## config.mk

```make
export PLATFORM = sky130hd
export DESIGN_NAME = dm_arbiter_flat
export DESIGN_NICKNAME = d
export VERILOG_FILES = /design/src/rtl/dm_arbiter_if.sv /design/src/rtl/dm_arbiter.sv /design/src/flat_wrapper.sv
export SDC_FILE = /design/constraint.sdc
export NUM_CORES = 1
export LEC_CHECK = 0
export CAP_MARGIN = 20
export CORE_AREA = 2 2 537 539
export CTS_BUF_LIST = sky130_fd_sc_hd__clkbuf_8
export CTS_CLUSTER_DIAMETER = 30
export CTS_CLUSTER_SIZE = 24
export DETAILED_ROUTE_END_ITERATION = 7
export DIE_AREA = 0 0 539 541
export SETUP_SLACK_MARGIN = 0.15
export SLEW_MARGIN = 20
export SYNTH_ARGS = -nofsm -noshare
export SYNTH_HDL_FRONTEND = slang
export SYNTH_SLANG_ARGS = --single-unit
```

## constraint.sdc

```tcl
create_clock -name clk_i -period 2.1 [get_ports clk_i]
set_clock_uncertainty 0.15 [all_clocks]
set_input_delay 0.63 -clock clk_i [delete_from_list [all_inputs] [get_ports clk_i]]
set_output_delay 0.63 -clock clk_i [all_outputs]
set_load 0.02 [all_outputs]
```

## src/rtl/dm_arbiter_if.sv

```systemverilog
// Bundle of the two requester ports and the shared data-memory port.
// The arbiter connects through the slave modport; requesters and memory use the master modport.
interface dm_arbiter_if #(
  parameter int ADDR_W = 32,
  parameter int DATA_W = 256
);
  logic              req0_i;
  logic              req1_i;
  logic              write0_i;
  logic              write1_i;
  logic [ADDR_W-1:0] addr0_i;
  logic [ADDR_W-1:0] addr1_i;
  logic [DATA_W-1:0] wdata0_i;
  logic [DATA_W-1:0] wdata1_i;
  logic              ack0_o;
  logic              ack1_o;
  logic [DATA_W-1:0] rdata_o;
  logic              mem_enable_o;
  logic              mem_write_o;
  logic [ADDR_W-1:0] mem_addr_o;
  logic [DATA_W-1:0] mem_data_o;
  logic              mem_ack_i;
  logic [DATA_W-1:0] mem_data_i;

  modport slave (
    input  req0_i, req1_i, write0_i, write1_i,
    input  addr0_i, addr1_i, wdata0_i, wdata1_i,
    input  mem_ack_i, mem_data_i,
    output ack0_o, ack1_o, rdata_o,
    output mem_enable_o, mem_write_o, mem_addr_o, mem_data_o
  );

  modport master (
    output req0_i, req1_i, write0_i, write1_i,
    output addr0_i, addr1_i, wdata0_i, wdata1_i,
    output mem_ack_i, mem_data_i,
    input  ack0_o, ack1_o, rdata_o,
    input  mem_enable_o, mem_write_o, mem_addr_o, mem_data_o
  );
endinterface

```

## src/rtl/dm_arbiter.sv

```systemverilog
// Round-robin arbiter sharing one data-memory port between the I-cache and D-cache refill paths.
// The winning request is latched at grant and held toward memory until mem_ack_i, then acked for one cycle.
module dm_arbiter #(
  parameter int ADDR_W = 32,
  parameter int DATA_W = 256
) (
  input logic         clk_i,
  input logic         rst_i,
  dm_arbiter_if.slave bus
);

  typedef enum logic [1:0] {
    IDLE = 2'd0,
    BUSY = 2'd1,
    RESP = 2'd2
  } state_t;

  state_t            state_q, state_d;
  logic              last_grant_q, last_grant_d;
  logic              grant_q, grant_d;
  logic              mem_enable_q, mem_enable_d;
  logic              mem_write_q, mem_write_d;
  logic [ADDR_W-1:0] mem_addr_q, mem_addr_d;
  logic [DATA_W-1:0] mem_data_q, mem_data_d;
  logic              ack0_q, ack0_d;
  logic              ack1_q, ack1_d;
  logic              winner;

  always_comb begin
    state_d      = state_q;
    last_grant_d = last_grant_q;
    grant_d      = grant_q;
    mem_enable_d = mem_enable_q;
    mem_write_d  = mem_write_q;
    mem_addr_d   = mem_addr_q;
    mem_data_d   = mem_data_q;
    ack0_d       = 1'b0;
    ack1_d       = 1'b0;
    winner       = 1'b0;

    case (state_q)
      IDLE: begin
        if (bus.req0_i || bus.req1_i) begin
          // Under contention the port that did not win last time goes first.
          winner       = (bus.req0_i && bus.req1_i) ? ~last_grant_q : bus.req1_i;
          grant_d      = winner;
          mem_write_d  = winner ? bus.write1_i : bus.write0_i;
          mem_addr_d   = winner ? bus.addr1_i  : bus.addr0_i;
          mem_data_d   = winner ? bus.wdata1_i : bus.wdata0_i;
          mem_enable_d = 1'b1;
          state_d      = BUSY;
        end
      end
      BUSY: begin
        if (bus.mem_ack_i) begin
          mem_enable_d = 1'b0;
          mem_write_d  = 1'b0;
          ack0_d       = ~grant_q;
          ack1_d       = grant_q;
          state_d      = RESP;
        end
      end
      RESP: begin
        last_grant_d = grant_q;
        state_d      = IDLE;
      end
      default: begin
        state_d = IDLE;
      end
    endcase
  end

  always_ff @(posedge clk_i or negedge rst_i) begin
    if (!rst_i) begin
      state_q      <= IDLE;
      last_grant_q <= 1'b1;
      grant_q      <= 1'b0;
      mem_enable_q <= 1'b0;
      mem_write_q  <= 1'b0;
      mem_addr_q   <= '0;
      mem_data_q   <= '0;
      ack0_q       <= 1'b0;
      ack1_q       <= 1'b0;
    end else begin
      state_q      <= state_d;
      last_grant_q <= last_grant_d;
      grant_q      <= grant_d;
      mem_enable_q <= mem_enable_d;
      mem_write_q  <= mem_write_d;
      mem_addr_q   <= mem_addr_d;
      mem_data_q   <= mem_data_d;
      ack0_q       <= ack0_d;
      ack1_q       <= ack1_d;
    end
  end

  assign bus.ack0_o       = ack0_q;
  assign bus.ack1_o       = ack1_q;
  assign bus.mem_enable_o = mem_enable_q;
  assign bus.mem_write_o  = mem_write_q;
  assign bus.mem_addr_o   = mem_addr_q;
  assign bus.mem_data_o   = mem_data_q;
  assign bus.rdata_o      = bus.mem_data_i;

endmodule

```

## src/flat_wrapper.sv

```systemverilog
// flat-port wrapper written by rule: the top's interface ports become plain ports
module dm_arbiter_flat 
#(
  parameter int ADDR_W = 32,
  parameter int DATA_W = 256
)
  (clk_i, rst_i, bus_req0_i, bus_req1_i, bus_write0_i, bus_write1_i, bus_addr0_i, bus_addr1_i, bus_wdata0_i, bus_wdata1_i, bus_mem_ack_i, bus_mem_data_i, bus_ack0_o, bus_ack1_o, bus_rdata_o, bus_mem_enable_o, bus_mem_write_o, bus_mem_addr_o, bus_mem_data_o);
  dm_arbiter_if #(.ADDR_W(ADDR_W), .DATA_W(DATA_W)) bus_i ();
  input logic clk_i;
  input logic rst_i;
  input wire logic [$bits(bus_i.req0_i)-1:0] bus_req0_i;
  input wire logic [$bits(bus_i.req1_i)-1:0] bus_req1_i;
  input wire logic [$bits(bus_i.write0_i)-1:0] bus_write0_i;
  input wire logic [$bits(bus_i.write1_i)-1:0] bus_write1_i;
  input wire logic [$bits(bus_i.addr0_i)-1:0] bus_addr0_i;
  input wire logic [$bits(bus_i.addr1_i)-1:0] bus_addr1_i;
  input wire logic [$bits(bus_i.wdata0_i)-1:0] bus_wdata0_i;
  input wire logic [$bits(bus_i.wdata1_i)-1:0] bus_wdata1_i;
  input wire logic [$bits(bus_i.mem_ack_i)-1:0] bus_mem_ack_i;
  input wire logic [$bits(bus_i.mem_data_i)-1:0] bus_mem_data_i;
  output wire logic [$bits(bus_i.ack0_o)-1:0] bus_ack0_o;
  output wire logic [$bits(bus_i.ack1_o)-1:0] bus_ack1_o;
  output wire logic [$bits(bus_i.rdata_o)-1:0] bus_rdata_o;
  output wire logic [$bits(bus_i.mem_enable_o)-1:0] bus_mem_enable_o;
  output wire logic [$bits(bus_i.mem_write_o)-1:0] bus_mem_write_o;
  output wire logic [$bits(bus_i.mem_addr_o)-1:0] bus_mem_addr_o;
  output wire logic [$bits(bus_i.mem_data_o)-1:0] bus_mem_data_o;
  assign bus_i.req0_i = bus_req0_i;
  assign bus_i.req1_i = bus_req1_i;
  assign bus_i.write0_i = bus_write0_i;
  assign bus_i.write1_i = bus_write1_i;
  assign bus_i.addr0_i = bus_addr0_i;
  assign bus_i.addr1_i = bus_addr1_i;
  assign bus_i.wdata0_i = bus_wdata0_i;
  assign bus_i.wdata1_i = bus_wdata1_i;
  assign bus_i.mem_ack_i = bus_mem_ack_i;
  assign bus_i.mem_data_i = bus_mem_data_i;
  assign bus_ack0_o = bus_i.ack0_o;
  assign bus_ack1_o = bus_i.ack1_o;
  assign bus_rdata_o = bus_i.rdata_o;
  assign bus_mem_enable_o = bus_i.mem_enable_o;
  assign bus_mem_write_o = bus_i.mem_write_o;
  assign bus_mem_addr_o = bus_i.mem_addr_o;
  assign bus_mem_data_o = bus_i.mem_data_o;
  dm_arbiter #(.ADDR_W(ADDR_W), .DATA_W(DATA_W)) u_core (.clk_i(clk_i), .rst_i(rst_i), .bus(bus_i));
endmodule
```

-- Word level (Yosys, flattened, before mapping)
Index checks and enable logic that the tools add are counted.
- order comparisons: 0
- $mul: 0
- bitwise gates (word level): 2
- reductions and logical operators: 7
- divide/modulo/power cells: 0
- $add $sub $neg: 0
- equality and inequality tests: 4
- shift-type cells: 0
- multiplexer cells: 16
- operators with widths (operator ; number):
    256-bit 2-to-1 mux ; 1
    32-bit 2-to-1 mux ; 1
    1-bit 2-to-1 mux ; 9
    2-bit 2-to-1 mux ; 2
    1-bit one-hot mux with 2 select lines ; 2
    2-bit one-hot mux with 2 select lines ; 1
    2-bit AND reduction ; 2
    3-bit AND reduction ; 1
    2-bit by 1-bit == test with 1-bit output, second input constant ; 1
    2-bit == test, second input constant ; 1
    2-bit logical NOT ; 1
    2-bit by 1-bit != test with 1-bit output, second input constant ; 1
    2-bit != test, second input constant ; 1
    1-bit inverter ; 2
    2-bit nonzero test ; 1
    1-bit logical AND ; 1
    1-bit logical OR ; 1
- output and inout port bits: 548
- ROM bits: 0
- bits of input ports: 839
- register bits: 296
- bits in writable memories: 0
- memories: 0
- bits in latches: 0

-- Depth between registers and ports, before layout
Gate-level depths: netlist (run 1).
- depth in word-level cells: 5
- mapped depth: 6
- gate-level depth less buffers: 3

-- Worst setup path before layout (run 1)
No wires, ideal clock.
- path kind: input port to flip-flop
- from: input port bus_req1_i
- to: register u_core.mem_data_q[100] (netlist: u_core.bus.mem_data_o[100])
- arrival: 1.859 ns
- stages: 5
- path slack: -0.034 ns
- path buffers: 2
- required time: 1.825 ns
- cells stage by stage: a21bo_2 clkbuf_1 buf_2 mux2_2 mux2_2
- word-level cells in the longest chain between the ends: 3
- elaborated cells on any way between the ends: 5
- RTL lines (item ; line ; RTL):
    start, declared ; flat_wrapper.sv:12 ; input wire logic [$bits(bus_i.req1_i)-1:0] bus_req1_i;
    1-bit logical AND ; dm_arbiter.sv:45 ; winner = (bus.req0_i && bus.req1_i) ? ~last_grant_q : bus.req1_i;
    1-bit 2-to-1 mux ; dm_arbiter.sv:45 ;
    256-bit 2-to-1 mux ; dm_arbiter.sv:49 ; mem_data_d = winner ? bus.wdata1_i : bus.wdata0_i;
    end signal, assigned ; dm_arbiter.sv:91 ; mem_data_q <= mem_data_d;
    end, declared ; dm_arbiter.sv:24 ; logic [DATA_W-1:0] mem_data_q, mem_data_d;
Several ways; a longest one is shown, not always the timed one.
A chain may end at the register's enable or synchronous reset.

-- Worst setup path in the final report (run 1)
- from: register u_core.last_grant_q
- to: register u_core.mem_data_q[57] (netlist: u_core.bus.mem_data_o[57])
- word-level cells in the longest chain between the ends: 3
- RTL lines (item ; line ; RTL):
    start, declared ; dm_arbiter.sv:19 ; logic last_grant_q, last_grant_d;
    start signal, assigned ; dm_arbiter.sv:86 ; last_grant_q <= last_grant_d;
    1-bit inverter ; dm_arbiter.sv:45 ;
    1-bit 2-to-1 mux ; dm_arbiter.sv:45 ;
    256-bit 2-to-1 mux ; dm_arbiter.sv:49 ;
No other way between the ends.

==> results of run 1 <==
## layout make-up
type / count / area, um2 / share of cell area
multi-input combinational: 593 / 7190 / 0.217
tap: 3781 / 4730 / 0.143
clock inverter: 52 / 736 / 0.0222
clock buffer: 112 / 1540 / 0.0465
inverter: 3 / 11.3 / 0.000340
timing repair buffer: 1002 / 11400 / 0.343
antenna: 48 / 120 / 0.00362
sequential: 296 / 7440 / 0.225
## cell usage after synthesis, drive strengths merged
library cell | count | area [um2]
o21a | 1 | 7.51
mux2i | 3 | 30.0
o31ai | 1 | 7.51
inv | 3 | 11.3
a21bo | 1 | 10.0
mux2 | 576 | 6490
nand3b | 1 | 7.51
buf | 317 | 2300
o21ai | 3 | 15.0
clkbuf | 3 | 11.3
nor2 | 3 | 11.3
dfstp | 1 | 26.3
nand2 | 4 | 15.0
dfrtp | 295 | 7380
## cells by family after synthesis
group | count (synthesis)
and+or+nand+nor | 8
muxes | 579
DFF | 296
AOI/OAI and AO/OA | 6
buffers and inverters | 323
## flip-flops by register name, indices dropped and copies added (netlist names)
name	count
u_core.bus.mem_data_o	256
u_core.bus.mem_addr_o	32
u_core.state_q	2
u_core.bus.ack0_o	1
u_core.bus.ack1_o	1
u_core.bus.mem_enable_o	1
u_core.bus.mem_write_o	1
u_core.grant_q	1
u_core.last_grant_q	1
## per-layer routing
layer | GRT usage | vias to the layer above | share of wire
met5 | 0 | - | 0.0044
met4 | 0.0576 | 100 | 0.069
met3 | 0.0660 | 520 | 0.14
met2 | 0.137 | 1114 | 0.39
li1 | - | 5639 | -
met1 | 0.114 | 6746 | 0.39
## repair_timing
action                                   CTS  global route
gates resized for setup                 1099           196
setup buffers                             15            16
endpoints found under the setup margin   581           581
hold buffers                               1             0
cloned                                     0             9
endpoints found under the hold margin    127             0
pin swaps                                  0             1
## power groups by stage
stage / clock, mW / sequential (mW) / combinational (mW)
finish: 10.7 / 11.9 / 25.6
global route: 11.4 / 12.2 / 26.7
CTS: 11.2 / 11.9 / 25.2
detailed placement: 0 / 11.5 / 24.4
global placement: 0 / 11.4 / 24.3
floorplan: 0 / 13.7 / 6.52
## how the worst max path moves through the flow
stage	start	end	slack, ps
finish	u_core.last_grant_q$_DFFE_PN1N_	u_core.bus.mem_data_o[57]$_DFFE_PN0P_	-220
global route	u_core.last_grant_q$_DFFE_PN1N_	u_core.bus.mem_data_o[70]$_DFFE_PN0P_	-290
CTS	u_core.bus.mem_data_o[90]$_DFFE_PN0P_	bus_mem_data_o[90]	-260
detailed placement	bus_req0_i	u_core.bus.mem_data_o[169]$_DFFE_PN0P_	-780
global placement	bus_req0_i	u_core.bus.mem_data_o[161]$_DFFE_PN0P_	-750
floorplan	bus_req1_i	u_core.bus.mem_data_o[118]$_DFFE_PN0P_	50
==> results.yml, run 1 <==
pwr:
  power.total_mw: 48.2
  swShare: 0.400
  power.density_nw_per_um2: 1450
  power_leakage_nw: 12.8
  p_switching_mw: 19.3
  ir_drop_uv: 947
  p_comb_frac: 0.531
  clkPwrFrac: 0.223
  cellInternalPower_mw: 28.9
  power_frac_seq: 0.246
placed_design:
  dp_cells: 5634
  place.gp.congestion: 0.982
  dpl.hpwl_um: 135000
  io_buffer_count: 874
  dp_slack_ps: -778
  place_area_um2: 29100
global_routing:
  grt_pass1_vias: 14747
  grt_start_max_net_pins: 40
  grt_overflow: 0
  grtUsageTotal: 0.0996
  antenna_found_initial: 143
  grt_pass1_wl_um: 182000
critical_path:
  crit_path_frequent_cell: "buf_4"
  cpLargestDelayFamily: "flip-flops"
  cp_slowest_cell: "dfstp_2"
  cpPeakStageDelay_ps: 630
  regToRegStartpoint: "u_core.last_grant_q$_DFFE_PN1N_"
  path_cells: "a21bo_4, buf_4, buf_12, buf_4, clkbuf_16, mux2_4, mux2_2"
  path_buf_inv: 4
  r2r_slack_ps: -220
  cp_data_required_time_ps: 2590
  worstPathArrival_ps: 2810
  cp.depth: 7
  reg2regPathDepth: 7
  rr_endpoint: "u_core.bus.mem_data_o[57]$_DFFE_PN0P_"
  crit_fanout: 10
  start_kind: "flip-flop"
  critPathKind: "flip-flop to flip-flop"
  endpoint_kind: "flip-flop"
synth:
  postSynthCellCount: 1212
  synthMuxAreaShare: 0.399
  ys_types: 17
  synth.ff_latch_count: 296
  synth-simple-area-share: 0.00207
  avgSynthCellArea_um2: 13.5
  seq_area_frac_synth: 0.454
  synth_warnings: 0
  synth_compound_area_frac: 0.00245
  synthAdderAreaFrac: 0
  syn_nets: 2051
  syn_area_um2: 16300
  synth_top_family_by_area: "multiplexers"
  synth_xor_area_frac: 0
timing:
  fin_tns_setup_ps: -41160
  worst_hold_slack_ps: 194
  fmax_ghz: 0.430
  slew_headroom: 0.782
  worst_slew_pin_slew_ps: 326
  hold_viol_final: 0
  maxSlewViolCount: 0
  fin_crit_sh: 1.11
  setup_violations: 412
  layout_setup_ws_ps: -223
  rsz0062_at_grt: "true"
  post-route-min-period_ps: 2320
cells_and_area:
  most-common-layout-cells: "clkdlybuf4s50_1, mux2_2, dfrtp_1"
  drive_above_1_share: 0.541
  num-nets-final: 2826
  final_common_cell: "clkdlybuf4s50_1"
  utilization: 0.116
  syn_to_final_growth_pct: 103
  stdcell_count: 5887
  num-fill-cells: 32461
  final_area_um2: 33100
die:
  die_w_um: 539
  placementRows: 197
  die_area_um2: 292000
  initial_utilization: 0.0570
  fp.dieH_um: 541
  ios: 1387
  core_um2: 286000
detailed_routing:
  wirelength_um: 153000
  vias: 14119
  viasPerCell: 2.40
  drt_iter0_drc: 666
  drc: 0
  ant_nets: 0
  dr.pass1.iters: 5
  post_drt_wl_per_cell_um: 26.0
cts:
  path_clk_slew_ps: 50
  cts_root_buf: "clkbuf_8"
  cts_tree: "yes"
  h-tree-depth: 3
  insertion_delay_ps: 760
  cts_buffer_depth: 3
  cts-buffers-inserted: 91
  clock_sinks: 296
flow_run:
  drv_cap: 0
status:
  violations: "negative setup slack"
  outcome: "complete, but fails checks"
min_path:
  hp-class: "primary input to asynchronous set/reset pin"
Power figures use the tool's default switching activity.
==> run 2, diff against run 1 <==
Settings changed: CAP_MARGIN 20 to default, CORE_AREA 2 2 537 539 to 3 3 538 540, DIE_AREA 0 0 539 541 to 0 0 541 543.
==> run 2 against run 1 <==
  * The run still ends with negative setup slack left
  * Total power shrank 5.1%
  * Critical path depth decreased by 2
  * Non-clock buffer count fell by 2
  * Register-to-register slack barely moved
  * Cell count decreased by 0.97%
  * Highest routed layer unchanged
==> results.yml, run 2 (synthesis gave the netlist of run 1 again) <==
status:
  outcome: "complete, but fails checks"
  violations: "negative setup slack"
global_routing:
  grt_pass1_wl_um: 177000
  grt_start_max_net_pins: 65
  grtUsageTotal: 0.0953
  grt_overflow: 0
  antenna_found_initial: 123
  grt_pass1_vias: 14699
critical_path:
  endpoint_kind: "flip-flop"
  crit_fanout: 22
  worstPathArrival_ps: 2780
  regToRegStartpoint: "u_core.last_grant_q$_DFFE_PN1N_"
  startpoint: "u_core.last_grant_q$_DFFE_PN1N_"
  cp_data_required_time_ps: 2550
  r2r_slack_ps: -220
  rr_endpoint: "u_core.bus.mem_data_o[168]$_DFFE_PN0P_"
  reg2regPathDepth: 5
  start_kind: "flip-flop"
  critPathKind: "flip-flop to flip-flop"
timing:
  fin_crit_sh: 1.10
  fin_tns_setup_ps: -32490
  worst_slew_pin_slew_ps: 786
  setup_violations: 327
  worst_hold_slack_ps: 233
  maxSlewViolCount: 0
  layout_setup_ws_ps: -220
  post-route-min-period_ps: 2320
  slew_headroom: 0.473
  hold_viol_final: 0
  fmax_ghz: 0.431
  rsz0062_at_grt: "true"
placed_design:
  io_buffer_count: 874
  dp_cells: 5614
  place.gp.congestion: 0.871
  dpl.hpwl_um: 130000
min_path:
  hp-class: "primary input to asynchronous set/reset pin"
flow_run:
  drv_cap: 0
detailed_routing:
  drc: 0
  post_drt_wl_per_cell_um: 24.9
  viasPerCell: 2.36
  wirelength_um: 145000
  ant_nets: 0
  vias: 13748
  dr.pass1.iters: 4
  drt_iter0_drc: 545
pwr:
  ir_drop_uv: 695
  power.total_mw: 45.7
  power.density_nw_per_um2: 1420
  power_leakage_nw: 12.1
die:
  fp.dieH_um: 543
  die_w_um: 541
  core_um2: 285000
  ios: 1387
  placementRows: 196
  die_area_um2: 294000
  initial_utilization: 0.0573
cts:
  insertion_delay_ps: 710
  cts_tree: "yes"
  h-tree-depth: 3
  cts-buffers-inserted: 84
  cts_buffer_depth: 3
  cts_root_buf: "clkbuf_8"
  clock_sinks: 296
  path_clk_slew_ps: 60
cells_and_area:
  drive_above_1_share: 0.534
  num-nets-final: 2817
  final_common_cell: "clkdlybuf4s50_1"
  syn_to_final_growth_pct: 96.7
  stdcell_count: 5830
  most-common-layout-cells: "clkdlybuf4s50_1, mux2_2, dfrtp_1"
  largest_register_ffs: 256
[run 2: changes by cell type in the layout (fill, tap and decap cells not counted), moves of 6 or more]
cell and delta:
buf_12 -23, clkinvlp_4 +6, buf_8 -8, mux2_4 -100
bufinv_16 -8, dfrtp_2 -8, dfrtp_1 +8, clkbuf_8 -9
buf_6 +32, clkbuf_16 -7, diode_2 -26, mux2_2 +98
[run 2: worst max-delay path by stage]
stage | to | depth (start not counted)
5_1_grt | u_core.bus.mem_data_o[161]$_DFFE_PN0P_ | 5
3_5_place_dp | u_core.bus.mem_write_o$_DFFE_PN0P_ | 7
6_report | u_core.bus.mem_data_o[168]$_DFFE_PN0P_ | 5
3_3_place_gp | u_core.bus.mem_write_o$_DFFE_PN0P_ | 7
4_1_cts | bus_mem_data_o[45] | 1
2_1_floorplan | u_core.bus.mem_data_o[118]$_DFFE_PN0P_ | 6
[run 2: per-stage QoR]
stage	util	worst slack [ps]	area, um2
final	0.113	-220	32100
after global routing	0.113	-262	32100
after CTS	0.112	-263	31800
after detailed placement	0.102	-903	28900
after global placement	0.102	-898	28900
after floorplan	-	45.2	16400
[run 2: layer usage]
metal	vias to the layer above	track usage	wire (um)
li1	5592	-	-
met1	6504	0.115	59500
met2	1036	0.129	55600
met3	510	0.0648	21400
met4	106	0.0418	7800
met5	-	0	723
[run 2: worst max-delay path: stages (launching register included)]
cell	delay [ps]
dfstp_2	630
a21bo_4	180
buf_16	190
buf_8	200
mux2_2	420
mux2_2	290
[run 2: repair_timing]
action / CTS / global route
setup endpoints to repair: 583 / 582
gates cloned: 5 / 0
resized for setup: 1254 / 36
hold buffers: 1 / 0
hold endpoints to repair: 190 / 0
setup buffers: 24 / 10
[run 2: area by class of cell]
cell class / instances / area, um2
diodes: 22 / 55.1
clock buffers: 103 / 1420
clock inverters: 51 / 558
fillers: 32338 / 253000
inverters: 3 / 11.3
multi-input cells: 593 / 6840
flip-flops and latches: 296 / 7430
well taps: 3762 / 4710
repair buffers: 1000 / 11100
[run 2: power breakdown]
part           internal (mW)  total [mW]  leakage (nW)  switching (mW)
sequential              8.74        11.8          3.44            3.03
combinational           12.7        24.8          7.61            12.1
clock                   5.63        9.18          1.02            3.54
total                   27.1        45.7          12.1            18.6
